===== src/rtl/lif_neuron_bank.sv =====
// lif_neuron_bank: time-multiplexed bank of leaky integrate-and-fire neurons.
//
// Input currents are accumulated into per-neuron membrane potentials while in
// ACCUM. A step pulse starts an UPDATE sweep that processes one neuron per
// cycle, applying refractory hold-off, leak, threshold and negative floor.
//
// Ports:
//   clk, rst     rising-edge clock, synchronous active-high reset
//   in_valid     input current valid (dropped unless in_ready)
//   in_ready     high only in ACCUM
//   in_idx       target neuron of the input current
//   in_cur       signed input current
//   step         time-step tick (single-cycle pulse)
//   spike_valid  one-cycle spike event, spike_idx names the firing neuron
//   upd_done     one-cycle pulse as the sweep's last neuron is processed
//   overrun      sticky: step seen outside ACCUM, cleared only by rst
//   dbg_idx      potential readback select, dbg_pot = pot[dbg_idx]
module lif_neuron_bank #(
    parameter int unsigned N_NEURON   = 4,
    parameter int unsigned IN_W       = 10,
    parameter int unsigned POT_W      = 12,
    parameter int          THRESH     = 200,
    parameter int unsigned LEAK_SHIFT = 3,
    parameter int unsigned REFRAC     = 2,
    localparam int unsigned IDX_W     = $clog2(N_NEURON)
) (
    input  logic                    clk,
    input  logic                    rst,
    input  logic                    in_valid,
    output logic                    in_ready,
    input  logic [IDX_W-1:0]        in_idx,
    input  logic signed [IN_W-1:0]  in_cur,
    input  logic                    step,
    output logic                    spike_valid,
    output logic [IDX_W-1:0]        spike_idx,
    output logic                    upd_done,
    output logic                    overrun,
    input  logic [IDX_W-1:0]        dbg_idx,
    output logic signed [POT_W-1:0] dbg_pot
);

    localparam int unsigned RC_W = (REFRAC > 0) ? $clog2(REFRAC + 1) : 1;

    localparam logic ST_ACCUM  = 1'b0;
    localparam logic ST_UPDATE = 1'b1;

    localparam logic signed [POT_W-1:0] POS_TH  = POT_W'(THRESH);
    localparam logic signed [POT_W-1:0] NEG_TH  = POT_W'(-THRESH);
    localparam logic signed [POT_W-1:0] POT_MAX = {1'b0, {(POT_W-1){1'b1}}};
    localparam logic signed [POT_W-1:0] POT_MIN = {1'b1, {(POT_W-1){1'b0}}};
    localparam logic [IDX_W-1:0]        LAST_IDX = IDX_W'(N_NEURON - 1);
    localparam logic [RC_W-1:0]         RC_LOAD  = RC_W'(REFRAC);

    logic                    state_q, state_d;
    logic [IDX_W-1:0]        idx_q, idx_d;
    logic signed [POT_W-1:0] pot_q [N_NEURON];
    logic [RC_W-1:0]         rcnt_q [N_NEURON];
    logic                    spike_valid_q, spike_valid_d;
    logic [IDX_W-1:0]        spike_idx_q, spike_idx_d;
    logic                    upd_done_q, upd_done_d;
    logic                    overrun_q, overrun_d;

    logic [POT_W:0]          acc_sum;
    logic signed [POT_W-1:0] acc_sat;
    logic signed [POT_W-1:0] cur_pot, leak_v;
    logic                    pot_we;
    logic [IDX_W-1:0]        pot_widx;
    logic signed [POT_W-1:0] pot_wval;
    logic                    rc_we;
    logic [RC_W-1:0]         rc_wval;

    // Saturating accumulate, computed one bit wider than the potential.
    always_comb begin
        acc_sum = {pot_q[in_idx][POT_W-1], pot_q[in_idx]}
                + {{(POT_W + 1 - IN_W){in_cur[IN_W-1]}}, in_cur};
        if (acc_sum[POT_W] != acc_sum[POT_W-1]) begin
            acc_sat = acc_sum[POT_W] ? POT_MIN : POT_MAX;
        end else begin
            acc_sat = acc_sum[POT_W-1:0];
        end
    end

    always_comb begin
        cur_pot = pot_q[idx_q];
        leak_v  = cur_pot - (cur_pot >>> LEAK_SHIFT);
    end

    always_comb begin
        state_d       = state_q;
        idx_d         = idx_q;
        spike_valid_d = 1'b0;
        spike_idx_d   = spike_idx_q;
        upd_done_d    = 1'b0;
        overrun_d     = overrun_q;
        pot_we        = 1'b0;
        pot_widx      = in_idx;
        pot_wval      = acc_sat;
        rc_we         = 1'b0;
        rc_wval       = rcnt_q[idx_q];

        case (state_q)
            ST_ACCUM: begin
                // An input coinciding with step is still accumulated; the
                // sweep reads it from the register on the following cycle.
                pot_we = in_valid;
                if (step) begin
                    state_d = ST_UPDATE;
                    idx_d   = '0;
                end
            end
            default: begin
                if (step) begin
                    overrun_d = 1'b1;
                end
                pot_we   = 1'b1;
                pot_widx = idx_q;
                if (rcnt_q[idx_q] != '0) begin
                    // Refractory: anything accumulated meanwhile is discarded.
                    pot_wval = '0;
                    rc_we    = 1'b1;
                    rc_wval  = rcnt_q[idx_q] - RC_W'(1);
                end else if (leak_v >= POS_TH) begin
                    pot_wval      = '0;
                    rc_we         = 1'b1;
                    rc_wval       = RC_LOAD;
                    spike_valid_d = 1'b1;
                    spike_idx_d   = idx_q;
                end else begin
                    pot_wval = (leak_v < NEG_TH) ? NEG_TH : leak_v;
                end
                if (idx_q == LAST_IDX) begin
                    state_d    = ST_ACCUM;
                    idx_d      = '0;
                    upd_done_d = 1'b1;
                end else begin
                    idx_d = idx_q + IDX_W'(1);
                end
            end
        endcase
    end

    always_ff @(posedge clk) begin
        if (rst) begin
            state_q       <= ST_ACCUM;
            idx_q         <= '0;
            spike_valid_q <= 1'b0;
            spike_idx_q   <= '0;
            upd_done_q    <= 1'b0;
            overrun_q     <= 1'b0;
            for (int i = 0; i < int'(N_NEURON); i++) begin
                pot_q[i]  <= '0;
                rcnt_q[i] <= '0;
            end
        end else begin
            state_q       <= state_d;
            idx_q         <= idx_d;
            spike_valid_q <= spike_valid_d;
            spike_idx_q   <= spike_idx_d;
            upd_done_q    <= upd_done_d;
            overrun_q     <= overrun_d;
            if (pot_we) begin
                pot_q[pot_widx] <= pot_wval;
            end
            if (rc_we) begin
                rcnt_q[idx_q] <= rc_wval;
            end
        end
    end

    assign in_ready    = (state_q == ST_ACCUM);
    assign spike_valid = spike_valid_q;
    assign spike_idx   = spike_idx_q;
    assign upd_done    = upd_done_q;
    assign overrun     = overrun_q;
    assign dbg_pot     = pot_q[dbg_idx];

endmodule


===== config.mk =====
export PLATFORM = sky130hd
export DESIGN_NAME = lif_neuron_bank
export DESIGN_NICKNAME = d
export VERILOG_FILES = /design/src/rtl/lif_neuron_bank.sv
export SDC_FILE = /design/constraint.sdc
export NUM_CORES = 1
export LEC_CHECK = 0
export ABC_AREA = 1
export CAP_MARGIN = 30
export CORE_AREA = 3 3 73 143
export DETAILED_ROUTE_END_ITERATION = 7
export DIE_AREA = 0 0 76 146
export PLACE_DENSITY = 0.76
export SLEW_MARGIN = 20
export SYNTH_ARGS = -nofsm -noshare
export SYNTH_HDL_FRONTEND = slang
export SYNTH_SLANG_ARGS = --single-unit

===== constraint.sdc =====
create_clock -name clk -period 3.8 [get_ports clk]
set_clock_uncertainty 0.1 [all_clocks]
set_input_delay 0.76 -clock clk [delete_from_list [all_inputs] [get_ports clk]]
set_output_delay 0.76 -clock clk [all_outputs]
set_load 0.05 [all_outputs]

Word-level counts from Yosys, hierarchy flattened:

Memory sizes are Yosys's and may differ from the RTL's. A register that Yosys moved wholly into a read port is not among the register bits.
Cells that the tools add are included.

* register bits after elaboration: 8
* input bits: 18
* RAM bits: 56
* memories: 2

* order comparisons: 2
* add/sub/neg operators: 4
* reduce and logical (&&, ||, !) cells: 8
* equality and inequality tests: 2
* muxes and demuxes: 39
* bitwise gates (word level): 2

Memories
* pot_q: words 4, width 12, read ports 3, clocked after Yosys merged registers in 1, write ports 4, RTL line 56 `logic signed [POT_W-1:0] pot_q [N_NEURON];`
* rcnt_q: words 4, width 2, read ports 1, clocked after Yosys merged registers in 1, write ports 4, RTL line 57 `logic [RC_W-1:0] rcnt_q [N_NEURON];`

Operators by type and width (count)
* two-way mux 12 bit: 7
* two-way mux 2 bit: 14
* two-way mux 1 bit: 18
* adder 12 x 10 -> 13 bit: 1
* >= comparator 12 x 9 -> 1 bit, second input constant: 1
* less-than comparator 12 x 9 -> 1 bit, second input constant: 1
* OR reduction 12 bit: 1
* subtractor 12 x 9 -> 12 bit: 1
* nonzero test 2 bit: 2
* OR reduction 2 bit: 2
* AND reduction 3 bit: 1
* OR reduction 3 bit: 1
* adder 2 x 1 -> 2 bit, second input constant: 1
* == test 2 bit, second input constant: 1
* NOT 1 bit: 2
* AND reduction 2 bit: 1
* subtractor 2 x 1 -> 2 bit, second input constant: 1
* inequality test 1 bit: 1

Depth between registers and ports, before layout:

Gate-level depths: netlist (run 1).

* word-level depth: 10
* gate-level depth with buffers: 24

Worst setup path after synthesis (run 1):

Ideal clock, no wire load.

* path type: flip-flop to flip-flop
* start: register (tool-made name)
* end: memory pot_q[2][10] (data pin)
* arrival: 3.383 ns
* setup slack: 0.051 ns
* cell stages (with the launch flop): 21
* buffers on the path: 3
* required time: 3.434 ns
* path through: dfxtp_1 > clkbuf_1 > clkbuf_1 > o21ai_0 > o22ai_1 > ha_1 > inv_1 > fa_1 > nand2_1 > nand2_1 > nand2_1 > xnor2_1 > nand3_1 > nand3_1 > nand4_1 > ha_1 > clkbuf_1 > o21ai_0 > a21oi_1 > a31oi_1 > nor2_1

RTL lines (RTL line)
* end: declaration: 56

==> impl_metrics.yaml, run 1 <==
placed_design:
  dp_hpwl_um: 12600
  io_buffers: 35
  placed_cell_area_um2: 6130
  finalWeightedCongestion: 0.995
  dpl.cell_count: 911
finish:
  final_common_cell: "nand2_1"
  final_cell_mix: "nand2_1 (134), nor2_1 (128), inv_1 (71), o21ai_0 (69), buf_4 (64)"
  stdcell_count: 933
  final_cell_area_um2: 6780
  area_growth_pct: 34.4
  drive_above_1_share: 0.200
  diodes: 0
  num-nets-final: 843
pwr:
  p_leak_nw: 2.98
  swShare: 0.376
  clock_power_share: 0.292
  p_switching_mw: 1.18
  power_frac_comb: 0.421
  pwr-share-seq: 0.287
  vdd_drop_max_mv: 0.656
  p_int_mw: 1.96
  power_density_nw_per_um2: 464
die:
  boundaryPins: 36
  core-area_um2: 9450
  dieArea_um2: 11100
  rows: 50
  initial_core_util: 0.534
  dieHeight_um: 146
  die_w_um: 76
route:
  wire_per_inst_um: 19.1
  avgViaCountPerCell: 6.08
  via_count: 5668
  drtIter0Drc: 563
  drt_wl_total_um: 17800
  drc_errors: 0
  first_pass_iters: 6
  route.antenna.remaining_nets: 0
synth:
  synthAdderAreaFrac: 0.0699
  synth_compound_area_frac: 0.190
  avgSynthCellArea_um2: 7.13
  synth_nets: 753
  synth_cells: 708
  ys_types: 35
  synthXorXnorAreaFrac: 0.0174
  synth-simple-area-share: 0.270
  synth_top_family_by_area: "simple AND/OR/NAND/NOR gates"
  synth-seq-area-share: 0.373
  yosysWarnings: 0
  synthMuxAreaShare: 0
  syn_area_um2: 5040
  synth_seq_cells: 66
sta:
  worstMarginPinSlew_ns: 0.845
  finalSetupViolCount: 1
  hold_violations: 0
  fmax_mhz: 263
  setup_ws_ns: -0.00850
  maxSlewHeadroom: 0.435
  period_minus_slack_ns: 3.81
  rsz0062_at_grt: "true"
  final.setup.tns_ns: -0.00850
  drv_slew: 0
  fin_crit_sh: 1.00
clock_tree:
  clk_latency_ns: 0.34
  cts_sinks: 66
  cts.clk_slew.worst_paths_ns: 0.06
  clock_path_buffers: 2
  cts_hold_buf: 0
  cts_root_buf: "clkbuf_16"
  htreeDepth: 3
  cts_tree: "done"
  cts_buffers: 9
worst_setup_path:
  rr_worst_depth: 19
  endpoint_kind: "flop"
  worstPathArrival_ns: 3.88
  slowest_stage: "dfxtp_4"
  slowest_delay_ns: 0.42
  cp-endpoint: "pot_q[1][10]"
  path_cells: "buf_12 -> o21ai_0 -> o22ai_2 -> ha_2 -> inv_1 -> fa_1 -> nand2_1 -> nand2_1 -> nand3_1 -> nand3_1 -> nand2_1 -> inv_1 -> nand3_1 -> nand4_1 -> ha_4 -> o21ai_1 -> a21oi_1 -> a31oi_4 -> nor2_1"
  worstReg2RegEnd: "pot_q[1][10]"
  cp-start-kind: "flop"
  crit_fanout: 11
  crit_required_ns: 3.87
  criticalPathCategory: "reg -> reg"
  ff2ff_setup_slack_ns: -0.009
status:
  status: "complete, but fails checks"
  failed_checks: "negative setup slack"
flow_run:
  max_cap_violations: 0
global_routing:
  grt_max_degree: 25
  grt_pass1_wl_um: 26500
  grtUsageTotal: 0.301
  antenna_found_initial: 0
  gr-total-overflow: 0
  grt_pass1_vias: 5694
min_path:
  min_path_type: "reg -> reg"
  hold_start: "overrun"
[registers in the layout, indices dropped and copies added, names as in the netlist, named ones only]
register     count
state_q          1
pot_q           48
idx_q            2
spike_idx        2
overrun          1
upd_done         1
spike_valid      1
rcnt_q           8
[worst max-delay path, delay by kind of cell (launching register included)]
family | cells | cell delay, ns
AOI/OAI and AO/OA | 5 | 0.88
buffers and inverters | 3 | 0.31
DFF | 1 | 0.42
and+or+nand+nor | 8 | 0.94
adders and majority gates | 3 | 1.00
[stage by stage]
step                       util  worst slack (ns)  power [mW]  hold slack (ns)
after floorplan               -            0.0509        1.62            0.388
after global placement    0.648            -0.243        2.07            0.352
after detailed placement  0.649            -0.286        2.09            0.363
after CTS                 0.685           0.00266        3.01            0.375
after global routing      0.718            -0.107        3.29            0.387
final                     0.718          -0.00850        3.15            0.383
[how the worst min path moves through the flow]
stage	endpoint	slack, ns	depth (start not counted)
final	overrun	0.38	2
after global routing	overrun	0.39	2
after CTS	overrun	0.38	2
after detailed placement	overrun	0.36	2
after global placement	overrun	0.35	2
after floorplan	flop	0.39	2
[cells by family after synthesis]
| family | count (synthesis) |
|---|---|
| compound gates | 171 |
| fa+ha+maj | 27 |
| flops | 66 |
| simple gates | 328 |
| buf+inv | 106 |
| xor+xnor | 10 |
[power by group through the flow]
stage               Clock, mW  Combinational (mW)  Sequential, mW
global placement            0                1.16           0.909
CTS                     0.913                1.20           0.897
finish                  0.920                1.33           0.903
detailed placement          0                1.18           0.910
global route            0.945                1.44           0.905
floorplan                   0               0.715           0.906
[Yosys cell counts (all sizes together)]
library cell  number  area, µm²
xor2               6       52.6
nand4              9       71.3
clkbuf            25       93.8
fa                 2       40.0
xnor2              4       35.0
nor2             132        498
edfxtp            56       1680
clkinv             1       3.75
a21oi             45        229
o22ai             27        169
a32oi              7       61.3
o211ai             1       12.5
a31oi              2       12.5
ha                25        313
nand2            150        607
a211oi             2       15.0
o21bai             1       7.51
nand3             29        145
dfxtp             10        200
inv               76        285
a21boi             1       7.51
a32o               4       40.0
o21ai             81        405
buf                4       17.5
nor3               7       35.0
or2                1       6.26
[layer usage]
layer  wire, µm  vias up  track usage  share of wire
met5          0        -            0              0
met4       1690        0        0.225          0.095
met3       1170      130       0.0465          0.066
met2       9340      350        0.565           0.52
met1       5590     2607        0.288           0.31
li1           -     2581            -              -
[final cells by class]
type	instances	area [µm²]
fill	719	2670
clock inverter	7	103
sequential	66	1890
timing repair buffer	106	1090
timing repair inverter	2	11.3
multi-input combinational	536	3000
inverter	77	299
tap	130	163
clock buffer	9	225
[timing repair]
action	CTS	global route
resized for setup	3	59
setup buffers	0	2
setup endpoints to repair	12	48
gates cloned	0	4
pin swaps	0	12
(Power assumes the default switching activity.)
==> run 2, diff against run 1 <==
--- a/config.mk
+++ b/config.mk
@@ -7,10 +7,10 @@
 export LEC_CHECK = 0
 export ABC_AREA = 1
 export CAP_MARGIN = 30
-export CORE_AREA = 3 3 73 143
+export CORE_AREA = 3 3 101 103
 export DETAILED_ROUTE_END_ITERATION = 7
-export DIE_AREA = 0 0 76 146
-export PLACE_DENSITY = 0.76
+export DIE_AREA = 0 0 104 106
+export PLACE_DENSITY = 0.77
 export SLEW_MARGIN = 20
 export SYNTH_ARGS = -nofsm -noshare
 export SYNTH_HDL_FRONTEND = slang
==> run 2 against run 1 <==
- the flow now finishes without violations
- sequential power hardly changed
- core utilization is 2.9 points higher
- global-route usage is 0.34 points higher
- combinational power is 8% higher
- hold slack worse by 0.0099 ns
- non-clock buffer count is 32 higher
- final area is 2.3% higher
- maximum frequency is 3.0% higher
- clock-buffer cell count is 1 higher
- via count hardly changed
- largest cell class unchanged
==> impl_metrics.yaml, run 2 (synthesis results as in run 1) <==
route:
  wire_per_inst_um: 18.5
  drt_wl_total_um: 17800
  met2WireLength_um: 8190
  drc_errors: 0
  first_pass_iters: 7
  route.antenna.remaining_nets: 0
  wl_met1_um: 7180
  avgViaCountPerCell: 5.89
  drtIter0Drc: 585
  topRoutingLayerUsed: "met4"
  wl_met3_um: 1730
  via_count: 5664
clock_tree:
  clk_latency_ns: 0.34
  cts_buffers: 9
  cts_root_buf: "clkbuf_8"
  cts.clk_slew.worst_paths_ns: 0.07
  cts_sinks: 66
  cts_tree: "done"
  htreeDepth: 3
  cts_hold_buf: 0
  clock_path_buffers: 2
global_routing:
  grt_pass1_vias: 5146
  gr-total-overflow: 0
  antenna_found_initial: 0
  grt_max_degree: 25
  grt_pass1_wl_um: 26100
  grtUsageTotal: 0.304
min_path:
  min_path_type: "reg -> reg"
  hold_start: "overrun"
finish:
  top_regs: "pot_q: 48 flops, rcnt_q: 8 flops"
  area_growth_pct: 37.5
  drive_above_1_share: 0.245
  final_common_cell: "nand2_1"
  stdcell_count: 961
  largest_register_ffs: 48
  diodes: 0
  top_register: "pot_q"
  num-nets-final: 873
  final_cell_mix: "nand2_1 (126), nor2_1 (119), buf_4 (93), inv_1 (69), o21ai_0 (67)"
worst_setup_path:
  criticalPathCategory: "reg -> reg"
  path_cells: "buf_12 -> clkinv_8 -> clkbuf_16 -> nand2_1 -> a32oi_2 -> inv_1 -> ha_4 -> nand2_1 -> nand2_1 -> inv_2 -> nand2_2 -> nand3_2 -> nand2_1 -> nand4_1 -> o211ai_2 -> buf_4 -> buf_4 -> ha_4 -> o21ai_1 -> a21oi_2 -> a31oi_2 -> buf_4 -> nor2_1"
  crit_required_ns: 3.79
  slowest_stage: "dfxtp_4"
  slowest_delay_ns: 0.37
  crit_fanout: 7
  critical_path.top_delay_family: "buffers and inverters"
  cp-start-kind: "flop"
  worstPathArrival_ns: 3.69
  endpoint_kind: "flop"
  crit_top_cell: "nand2_1"
  path_buf_inv: 8
sta:
  hold_violations: 0
  period_minus_slack_ns: 3.70
  final.setup.tns_ns: 0
  worstMarginPinSlew_ns: 0.817
  fmax_mhz: 270
  finalSetupViolCount: 0
  fin_crit_sh: 0.973
  drv_slew: 0
  maxSlewHeadroom: 0.453
placed_design:
  io_buffers: 35
  dp_hpwl_um: 12900
  finalWeightedCongestion: 0.957
  dpl.cell_count: 933
pwr:
  p_leak_nw: 3.08
  power_density_nw_per_um2: 416
  vdd_drop_max_mv: 0.358
die:
  dieArea_um2: 11000
  die_w_um: 104
  initial_core_util: 0.543
  boundaryPins: 36
  dieHeight_um: 106
  rows: 35
  core-area_um2: 9280
status:
  status: "finished clean"
flow_run:
  max_cap_violations: 0
## run 2: changes by cell type in the layout (fill, tap and decap cells not counted), moves of 6 or more
cell,delta
nand2_2,+6
nor2_2,+9
nand2_1,-8
nor2_1,-9
clkbuf_16,-9
buf_4,+29
clkbuf_8,+9
## run 2: routing by layer
metal  vias to the layer above  track usage
met3                        61       0.0668
met5                         -            0
met4                         0        0.112
li1                       2642            -
met1                      2662        0.402
met2                       299        0.493
## run 2: path summary, 6_finish.rpt
| check | slack (ns) | depth (start not counted) | to |
|---|---|---|---|
| max | 0.10 | 23 | pot_q[1][10] |
| min | 0.37 | 2 | overrun |
| max reg2reg | 0.10 | 23 | pot_q[1][10] |
| min reg2reg | 0.37 | 2 | overrun |
## run 2: cell type report
class / count / area (µm²)
inverters: 77 / 307
flip-flops and latches: 66 / 1890
clock inverters: 5 / 46.3
multi-input cells: 536 / 3060
repair buffers: 138 / 1350
fillers: 722 / 2350
well taps: 129 / 161
clock buffers: 10 / 128
## run 2: power breakdown
part	internal, mW	switching [mW]	total, mW
Clock	0.292	0.249	0.541
Sequential	0.853	0.0491	0.902
Combinational	0.611	0.833	1.44
## run 2: stage by stage
step / worst slack [ns] / hold slack (ns) / instance area [µm²] / total power, mW / util
final: 0.101 / 0.373 / 6940 / 2.89 / 0.747
after global routing: -0.0602 / 0.418 / 6940 / 3.03 / 0.747
after CTS: 0.00594 / 0.378 / 6500 / 2.69 / 0.700
after detailed placement: -0.209 / 0.363 / 6290 / 2.15 / 0.678
after global placement: -0.195 / 0.352 / 6280 / 2.13 / 0.677
after floorplan: 0.0509 / 0.388 / 5040 / 1.62 / -
## run 2: repair_timing
action,4_1_cts,5_1_grt
resized for setup,6,80
cloned,0,2
setup buffers,0,11
endpoints found under the hold margin,0,0
pin swaps,0,29
endpoints found under the setup margin,24,45
## run 2: worst min-delay path: stages, from the launching register on
cell     delay [ns]
dfxtp_1        0.33
a21oi_1        0.04
nor2_1         0.07
==> run 3, diff against run 2 <==
--- a/config.mk
+++ b/config.mk
@@ -8,6 +8,7 @@
 export ABC_AREA = 1
 export CAP_MARGIN = 30
 export CORE_AREA = 3 3 101 103
+export CTS_CLUSTER_DIAMETER = 150
 export DETAILED_ROUTE_END_ITERATION = 7
 export DIE_AREA = 0 0 104 106
 export PLACE_DENSITY = 0.77
==> results of run 3 <==
The final DEF is identical to that of run 2; final timing and power are the same.
